File: src/rtl/link_bert_if.sv
// Bundle of the BERT sequencer's control, transmitter-side and receiver-side signals.
interface link_bert_if #(
    parameter int unsigned CNT_W = 16
);
    logic             start;
    logic             abort;
    logic             tx_data;
    logic             tx_we;
    logic             tx_full;
    logic             rx_data;
    logic             rx_valid;
    logic             rx_lock;
    logic             busy;
    logic             done;
    logic             pass;
    logic             timeout;
    logic [CNT_W-1:0] tx_count;
    logic [CNT_W-1:0] rx_count;
    logic [CNT_W-1:0] err_count;

    // Run requester / link side: issues commands, feeds FIFO status and receiver data.
    modport master (
        output start, abort, tx_full, rx_data, rx_valid, rx_lock,
        input  tx_data, tx_we, busy, done, pass, timeout, tx_count, rx_count, err_count
    );

    // The sequencer itself.
    modport slave (
        input  start, abort, tx_full, rx_data, rx_valid, rx_lock,
        output tx_data, tx_we, busy, done, pass, timeout, tx_count, rx_count, err_count
    );
endinterface

File: src/rtl/link_bert_controller.sv
// Bit-error-rate test sequencer: pushes a PRBS-15 payload into the transmitter,
// aligns a reference PRBS to the receiver output and counts bits and errors.
//
// state   | meaning
// --------+----------------------------------------------------------
// IDLE    | waiting for start; counters hold last values
// PRESKIP | advancing reference LFSR past bits eaten by receiver lock
// RUN     | transmitting payload and comparing received bits
// DONE    | run finished; pass/timeout valid, held until start/abort
module link_bert_controller #(
    parameter int unsigned BITS_NUMB      = 200,
    parameter int unsigned SKIP_BITS      = 64,
    parameter int unsigned TIMEOUT_CYCLES = 50000,
    parameter int unsigned ERR_THRESH     = 0,
    parameter logic [14:0] PRBS_SEED      = 15'h7FFF,
    parameter int unsigned CNT_W          = 16
) (
    input  logic       clk,
    input  logic       reset_n,
    link_bert_if.slave bus
);

    typedef enum logic [1:0] {
        S_IDLE    = 2'd0,
        S_PRESKIP = 2'd1,
        S_RUN     = 2'd2,
        S_DONE    = 2'd3
    } state_t;

    localparam logic [CNT_W-1:0] C_BITS      = CNT_W'(BITS_NUMB);
    localparam logic [CNT_W-1:0] C_RX_TARGET = CNT_W'(BITS_NUMB - SKIP_BITS);
    localparam logic [CNT_W-1:0] C_TIMEOUT   = CNT_W'(TIMEOUT_CYCLES);
    localparam logic [CNT_W-1:0] C_ERR_LIM   = CNT_W'(ERR_THRESH);
    // Only meaningful when SKIP_BITS > 0; with zero skip PRESKIP is bypassed.
    localparam logic [CNT_W-1:0] C_SKIP_LAST = CNT_W'(SKIP_BITS - 1);

    state_t           r_state;
    state_t           w_state_nxt;
    logic [14:0]      r_tx_lfsr;
    logic [14:0]      r_ref_lfsr;
    logic [CNT_W-1:0] r_tx_count;
    logic [CNT_W-1:0] r_rx_count;
    logic [CNT_W-1:0] r_err_count;
    logic [CNT_W-1:0] r_cyc_count;
    logic [CNT_W-1:0] r_skip_count;
    logic             r_pass;
    logic             r_timeout;

    logic             w_load;
    logic             w_tx_we;
    logic             w_rx_take;
    logic             w_finish;
    logic             w_timeout_hit;

    // PRBS-15, x^15 + x^14 + 1, output taken from bit 14.
    function automatic logic [14:0] prbs_next(input logic [14:0] s);
        return {s[13:0], s[14] ^ s[13]};
    endfunction

    // State register.
    always_ff @(posedge clk or negedge reset_n) begin
        if (!reset_n) begin
            r_state <= S_IDLE;
        end else begin
            r_state <= w_state_nxt;
        end
    end

    // Next-state and per-cycle strobes; abort overrides everything.
    always_comb begin
        w_state_nxt   = r_state;
        w_load        = 1'b0;
        w_tx_we       = 1'b0;
        w_rx_take     = 1'b0;
        w_finish      = 1'b0;
        w_timeout_hit = 1'b0;
        case (r_state)
            S_IDLE, S_DONE: begin
                if (bus.start) begin
                    w_load      = 1'b1;
                    w_state_nxt = (SKIP_BITS == 0) ? S_RUN : S_PRESKIP;
                end
            end
            S_PRESKIP: begin
                if (r_skip_count == C_SKIP_LAST) begin
                    w_state_nxt = S_RUN;
                end
            end
            S_RUN: begin
                w_tx_we   = (r_tx_count < C_BITS) && !bus.tx_full;
                w_rx_take = bus.rx_valid && bus.rx_lock && (r_rx_count < C_RX_TARGET);
                // Completion is checked first so it wins a tie with the timeout.
                if (r_rx_count == C_RX_TARGET) begin
                    w_finish    = 1'b1;
                    w_state_nxt = S_DONE;
                end else if (r_cyc_count >= C_TIMEOUT) begin
                    w_timeout_hit = 1'b1;
                    w_state_nxt   = S_DONE;
                end
            end
            default: w_state_nxt = S_IDLE;
        endcase
        if (bus.abort) begin
            // Write strobe is suppressed so the held tx_count matches what the FIFO received.
            w_state_nxt   = S_IDLE;
            w_load        = 1'b0;
            w_tx_we       = 1'b0;
            w_rx_take     = 1'b0;
            w_finish      = 1'b0;
            w_timeout_hit = 1'b0;
        end
    end

    // LFSRs, counters and result flags.
    always_ff @(posedge clk or negedge reset_n) begin
        if (!reset_n) begin
            r_tx_lfsr    <= '0;
            r_ref_lfsr   <= '0;
            r_tx_count   <= '0;
            r_rx_count   <= '0;
            r_err_count  <= '0;
            r_cyc_count  <= '0;
            r_skip_count <= '0;
            r_pass       <= 1'b0;
            r_timeout    <= 1'b0;
        end else if (bus.abort) begin
            r_pass    <= 1'b0;
            r_timeout <= 1'b0;
        end else if (w_load) begin
            r_tx_lfsr    <= PRBS_SEED;
            r_ref_lfsr   <= PRBS_SEED;
            r_tx_count   <= '0;
            r_rx_count   <= '0;
            r_err_count  <= '0;
            r_cyc_count  <= '0;
            r_skip_count <= '0;
            r_pass       <= 1'b0;
            r_timeout    <= 1'b0;
        end else begin
            if (r_state == S_PRESKIP) begin
                r_ref_lfsr   <= prbs_next(r_ref_lfsr);
                r_skip_count <= r_skip_count + 1'b1;
            end
            if (((r_state == S_PRESKIP) || (r_state == S_RUN)) && (r_cyc_count != '1)) begin
                r_cyc_count <= r_cyc_count + 1'b1;
            end
            if (w_tx_we) begin
                r_tx_lfsr  <= prbs_next(r_tx_lfsr);
                r_tx_count <= r_tx_count + 1'b1;
            end
            if (w_rx_take) begin
                r_ref_lfsr <= prbs_next(r_ref_lfsr);
                r_rx_count <= r_rx_count + 1'b1;
                if (bus.rx_data != r_ref_lfsr[14]) begin
                    r_err_count <= r_err_count + 1'b1;
                end
            end
            if (w_finish) begin
                r_timeout <= 1'b0;
                r_pass    <= (r_err_count <= C_ERR_LIM);
            end
            if (w_timeout_hit) begin
                r_timeout <= 1'b1;
                r_pass    <= 1'b0;
            end
        end
    end

    // tx_data is forced low outside RUN so the FIFO input is quiet while idle or in reset.
    assign bus.tx_data   = (r_state == S_RUN) & r_tx_lfsr[14];
    assign bus.tx_we     = w_tx_we;
    assign bus.busy      = (r_state == S_PRESKIP) || (r_state == S_RUN);
    assign bus.done      = (r_state == S_DONE);
    assign bus.pass      = r_pass;
    assign bus.timeout   = r_timeout;
    assign bus.tx_count  = r_tx_count;
    assign bus.rx_count  = r_rx_count;
    assign bus.err_count = r_err_count;

endmodule

File: src/flat_wrapper.sv
// flat-port wrapper written by rule: the top's interface ports become plain ports
module link_bert_controller_flat 
#(
    parameter int unsigned BITS_NUMB      = 200,
    parameter int unsigned SKIP_BITS      = 64,
    parameter int unsigned TIMEOUT_CYCLES = 50000,
    parameter int unsigned ERR_THRESH     = 0,
    parameter logic [14:0] PRBS_SEED      = 15'h7FFF,
    parameter int unsigned CNT_W          = 16
)
  (clk, reset_n, bus_start, bus_abort, bus_tx_full, bus_rx_data, bus_rx_valid, bus_rx_lock, bus_tx_data, bus_tx_we, bus_busy, bus_done, bus_pass, bus_timeout, bus_tx_count, bus_rx_count, bus_err_count);
  link_bert_if #(.CNT_W(CNT_W)) bus_i ();
  input  logic clk;
  input  logic reset_n;
  input wire logic [$bits(bus_i.start)-1:0] bus_start;
  input wire logic [$bits(bus_i.abort)-1:0] bus_abort;
  input wire logic [$bits(bus_i.tx_full)-1:0] bus_tx_full;
  input wire logic [$bits(bus_i.rx_data)-1:0] bus_rx_data;
  input wire logic [$bits(bus_i.rx_valid)-1:0] bus_rx_valid;
  input wire logic [$bits(bus_i.rx_lock)-1:0] bus_rx_lock;
  output wire logic [$bits(bus_i.tx_data)-1:0] bus_tx_data;
  output wire logic [$bits(bus_i.tx_we)-1:0] bus_tx_we;
  output wire logic [$bits(bus_i.busy)-1:0] bus_busy;
  output wire logic [$bits(bus_i.done)-1:0] bus_done;
  output wire logic [$bits(bus_i.pass)-1:0] bus_pass;
  output wire logic [$bits(bus_i.timeout)-1:0] bus_timeout;
  output wire logic [$bits(bus_i.tx_count)-1:0] bus_tx_count;
  output wire logic [$bits(bus_i.rx_count)-1:0] bus_rx_count;
  output wire logic [$bits(bus_i.err_count)-1:0] bus_err_count;
  assign bus_i.start = bus_start;
  assign bus_i.abort = bus_abort;
  assign bus_i.tx_full = bus_tx_full;
  assign bus_i.rx_data = bus_rx_data;
  assign bus_i.rx_valid = bus_rx_valid;
  assign bus_i.rx_lock = bus_rx_lock;
  assign bus_tx_data = bus_i.tx_data;
  assign bus_tx_we = bus_i.tx_we;
  assign bus_busy = bus_i.busy;
  assign bus_done = bus_i.done;
  assign bus_pass = bus_i.pass;
  assign bus_timeout = bus_i.timeout;
  assign bus_tx_count = bus_i.tx_count;
  assign bus_rx_count = bus_i.rx_count;
  assign bus_err_count = bus_i.err_count;
  link_bert_controller #(.BITS_NUMB(BITS_NUMB), .SKIP_BITS(SKIP_BITS), .TIMEOUT_CYCLES(TIMEOUT_CYCLES), .ERR_THRESH(ERR_THRESH), .PRBS_SEED(PRBS_SEED), .CNT_W(CNT_W)) u_core (.clk(clk), .reset_n(reset_n), .bus(bus_i));
endmodule
File: config.mk
export PLATFORM = sky130hd
export DESIGN_NAME = link_bert_controller_flat
export DESIGN_NICKNAME = d
export VERILOG_FILES = /design/src/rtl/link_bert_if.sv /design/src/rtl/link_bert_controller.sv /design/src/flat_wrapper.sv
export SDC_FILE = /design/constraint.sdc
export NUM_CORES = 1
export LEC_CHECK = 0
export BUFFER_PORTS_ARGS = -buffer_cell sky130_fd_sc_hd__buf_2
export CAP_MARGIN = 10
export CORE_ASPECT_RATIO = 1.2
export CORE_MARGIN = 10
export CORE_UTILIZATION = 30
export CTS_CLUSTER_SIZE = 12
export DETAILED_ROUTE_END_ITERATION = 10
export SLEW_MARGIN = 20
export SYNTH_ARGS = -nofsm -noshare
export SYNTH_HDL_FRONTEND = slang
export SYNTH_SLANG_ARGS = --single-unit
File: constraint.sdc
create_clock -name clk -period 3 [get_ports clk]
set_input_delay 0.15 -clock clk [delete_from_list [all_inputs] [get_ports clk]]
set_output_delay 0.15 -clock clk [all_outputs]
set_load 0.05 [all_outputs]
==> impl_metrics.csv <==
group,metric,value,unit
outcome,outcome,"completed",
synth,synth.most_common_cell,"dfrtp_1",
sta,min_period,2640,ps
placement,place_ws,370,ps
global_routing,gr-total-overflow,0,
clock_network,clock-sinks,114,
synth,synthArstFlopShare,100,%
clock_network,cts_buffer_depth,2,
finish,area_growth,23.3,%
synth,synth.distinct_cells,44,
hold_path,worstHoldPathCells,6,
global_routing,grt_max_degree,75,
power_and_ir_drop,leakage,3.01,nW
sta,slew_violations,0,
critical_path,cp.depth,6,
placement,hpwlAfterDp,9.01,mm
critical_path,path_buf_inv,0,
clock_network,clk_latency,420,ps
sta,slew_headroom,47.6,%
floorplan,dieArea,23200,sq um
global_routing,grt_pass1_vias,4014,
floorplan,rows,52,
clock_network,cts_buffers,17,
route,wl_per_cell,15.3,microns
route,drc_errors,0,
sta,worst_slack,362,ps
clock_network,cts_tree,"yes",
power_and_ir_drop,p_int,3.34,mW
global_routing,grt_usage,11.1,%
power_and_ir_drop,p_per_area,736,nW/um^2
route,vias,3989,
power_and_ir_drop,power_switching,1.44,mW
global_routing,antenna_found_initial,1,
route,routed_wl,12.5,mm
synth,synth_area_leaders,"dfrtp_1, nor2_1, xor2_1",
synth,netlist_instances,519,
sta,post-route-period-util,87.9,%
floorplan,fp.dieH,165,microns
synth,yosysSeqAreaShare,54.2,%
route,via_per_inst,4.85,
clock_network,cts.clk_slew.worst_paths,50,ps
critical_path,critPathMaxStageDelay,570,ps
sta,fmax,0.379,GHz
synth,yosysTopAreaCell,"dfrtp_1",
critical_path,worstPathCellList,"or4_4 > a2111oi_4 > and2_1 > nand4_4 > or3_1 > a21oi_1",
synth,synth_top_area_share,54.2,%
synth,ys_warn_count,0,
clock_network,cts_root_buf,"clkbuf_16",
synth,avgSynthCellArea,10.1,sq um
hold_path,hold_class,"in -> reg",
power_and_ir_drop,p_clk_share,44.8,%
placement,io_buffer_count,61,
critical_path,crit_fanout,9,
route,drt_iter0_markers,286,
critical_path,crit_family,"simple AND/OR/NAND/NOR gates",
clock_network,ctsResizeCount,0,
synth,synth_common_cells,"dfrtp_1, nor2_1, nand2_1",
floorplan,die_w,141,microns
synth,netlist_area,5260,sq um
floorplan,initial_core_util,30.8,%
finish,layout.nets,612,
sta,rsz0062_at_grt,"no",
synth,synth_nets,539,
critical_path,cp-end-kind,"flip-flop",
synth,synth_flop_cell,"dfrtp_1",
critical_path,slowest_stage,"or4_4",
power_and_ir_drop,comb_power_share,17.5,%
sta,skew,10.3,ps
finish,drive_gt1_share,18.5,%
power_and_ir_drop,seqPwrFrac,37.7,%
finish,n_fill_cell,1641,
clock_network,htree_levels,4,
sta,hold_violations,0,
placement,gp_congestion,0.810,
run,maxCapViolCount,0,
sta,setup_viol,0,
critical_path,path_class,"reg -> reg",
critical_path,r2r_cells,6,
synth,ys_ff_latch,114,
route,drtAntennaViolNets,0,
power_and_ir_drop,p_sw_share,30.1,%
critical_path,start_kind,"flip-flop",
floorplan,core,17000,sq um
power_and_ir_drop,irDropWorstVdd,0.364,mV
critical_path,cp.required,3330,ps
global_routing,grt_pass1_wl,20.7,mm
route,first_pass_iters,4,
sta,setup-tns-final,0,ps
sta,worst_pin_slew,786,ps
critical_path,cp_data_arrival_time,2970,ps
synth,synth_edf_count,0,
floorplan,io-pin-count,62,
-- cell families after synthesis --
| logic type | count (synthesis) | share of synthesized area (%) |
|---|---|---|
| AO/OA/AOI/OAI | 62 | 8.18 |
| adder cells (fa/ha/maj) | 12 | 2.86 |
| multiplexers | 4 | 0.761 |
| AND/OR/NAND/NOR | 245 | 23.1 |
| flip-flops | 114 | 54.2 |
| buffers and inverters | 31 | 2.36 |
| XOR/XNOR | 51 | 8.49 |
-- sequential cells by signal, indices dropped and copies added (netlist names) --
register              flops
u_core.r_ref_lfsr        15
u_core.bus.err_count     16
u_core.bus.tx_count      16
u_core.r_skip_count      16
u_core.bus.rx_count      16
u_core.r_tx_lfsr         15
u_core.bus.timeout        1
u_core.r_cyc_count       16
u_core.r_state            2
u_core.bus.pass           1
-- what timing repair did --
item	in CTS	in global routing
buffers inserted	0	0
hold endpoints to repair	38	0
hold buffers	1	0
-- worst min-delay path: stages --
cell and delay [ps]:
buf_2 70, or4_1 80, nor4_1 50, nand4_1 80
xor2_1 60, nor2_1 80
-- worst paths after layout --
kind | slack, ps | from | end
worst max-delay path | 360 | u_core.bus.rx_count[6] | u_core.bus.err_count[14]
worst min-delay path | 200 | bus_tx_full | u_core.bus.tx_count[6]
worst max register to register | 360 | u_core.bus.rx_count[6] | u_core.bus.err_count[14]
worst min register to register | 490 | u_core.r_tx_lfsr[9] | u_core.r_tx_lfsr[10]
max in group asynchronous | 1930 | reset_n | u_core.r_skip_count[0]
min in group asynchronous | 260 | reset_n | u_core.r_cyc_count[5]
-- layer usage --
metal / vias to the layer above / GRT usage (%) / wire length [microns]
met2: 75 / 18.2 / 6140
met4: 0 / 6.16 / 394
met3: 29 / 3.82 / 746
li1: 1940 / - / -
met5: - / 0 / 0
met1: 1945 / 12.4 / 5270
-- power groups by stage --
stage,Combinational [mW],Clock [mW],Sequential (mW)
after detailed placement,0.845,0,1.83
after global placement,0.820,0,1.82
after floorplan,0.553,0,1.86
after CTS,0.850,2.18,1.80
after global routing,0.933,2.25,1.82
final,0.834,2.14,1.80
-- final cells by class --
class	instances	area [sq um]	share of cell area [%]
clock inverters	15	205	3.16
diodes	1	2.50	0.0386
flip-flops and latches	114	2850	44.0
repair buffers	73	400	6.17
clock buffers	17	425	6.56
well taps	216	270	4.17
inverters	12	45.0	0.695
multi-input cells	374	2280	35.2
-- placed cells by master, fill, tap and decap left out, drive strengths merged, types with 16 or more instances in the layout --
cell,netlist,final
xnor2,16,16
dfrtp,114,114
clkbuf,14,17
xor2,35,35
a21oi,24,24
buf,5,72
nand2,43,43
and2,18,18
nand4,16,16
nor2,96,96
-- stage by stage --
step                      cells  hold WS, ps  cell area (sq um)  power, mW  util (%)
after floorplan             519         -146               5260       2.41         -
after global placement      788          160               5840       2.64      34.3
after detailed placement    788          168               5840       2.67      34.3
after CTS                   821          187               6480       4.83      38.0
after global routing        821          222               6480       5.01      38.0
final                       822          199               6480       4.78      38.0
Note: power is estimated with default switching activity, not from simulation.
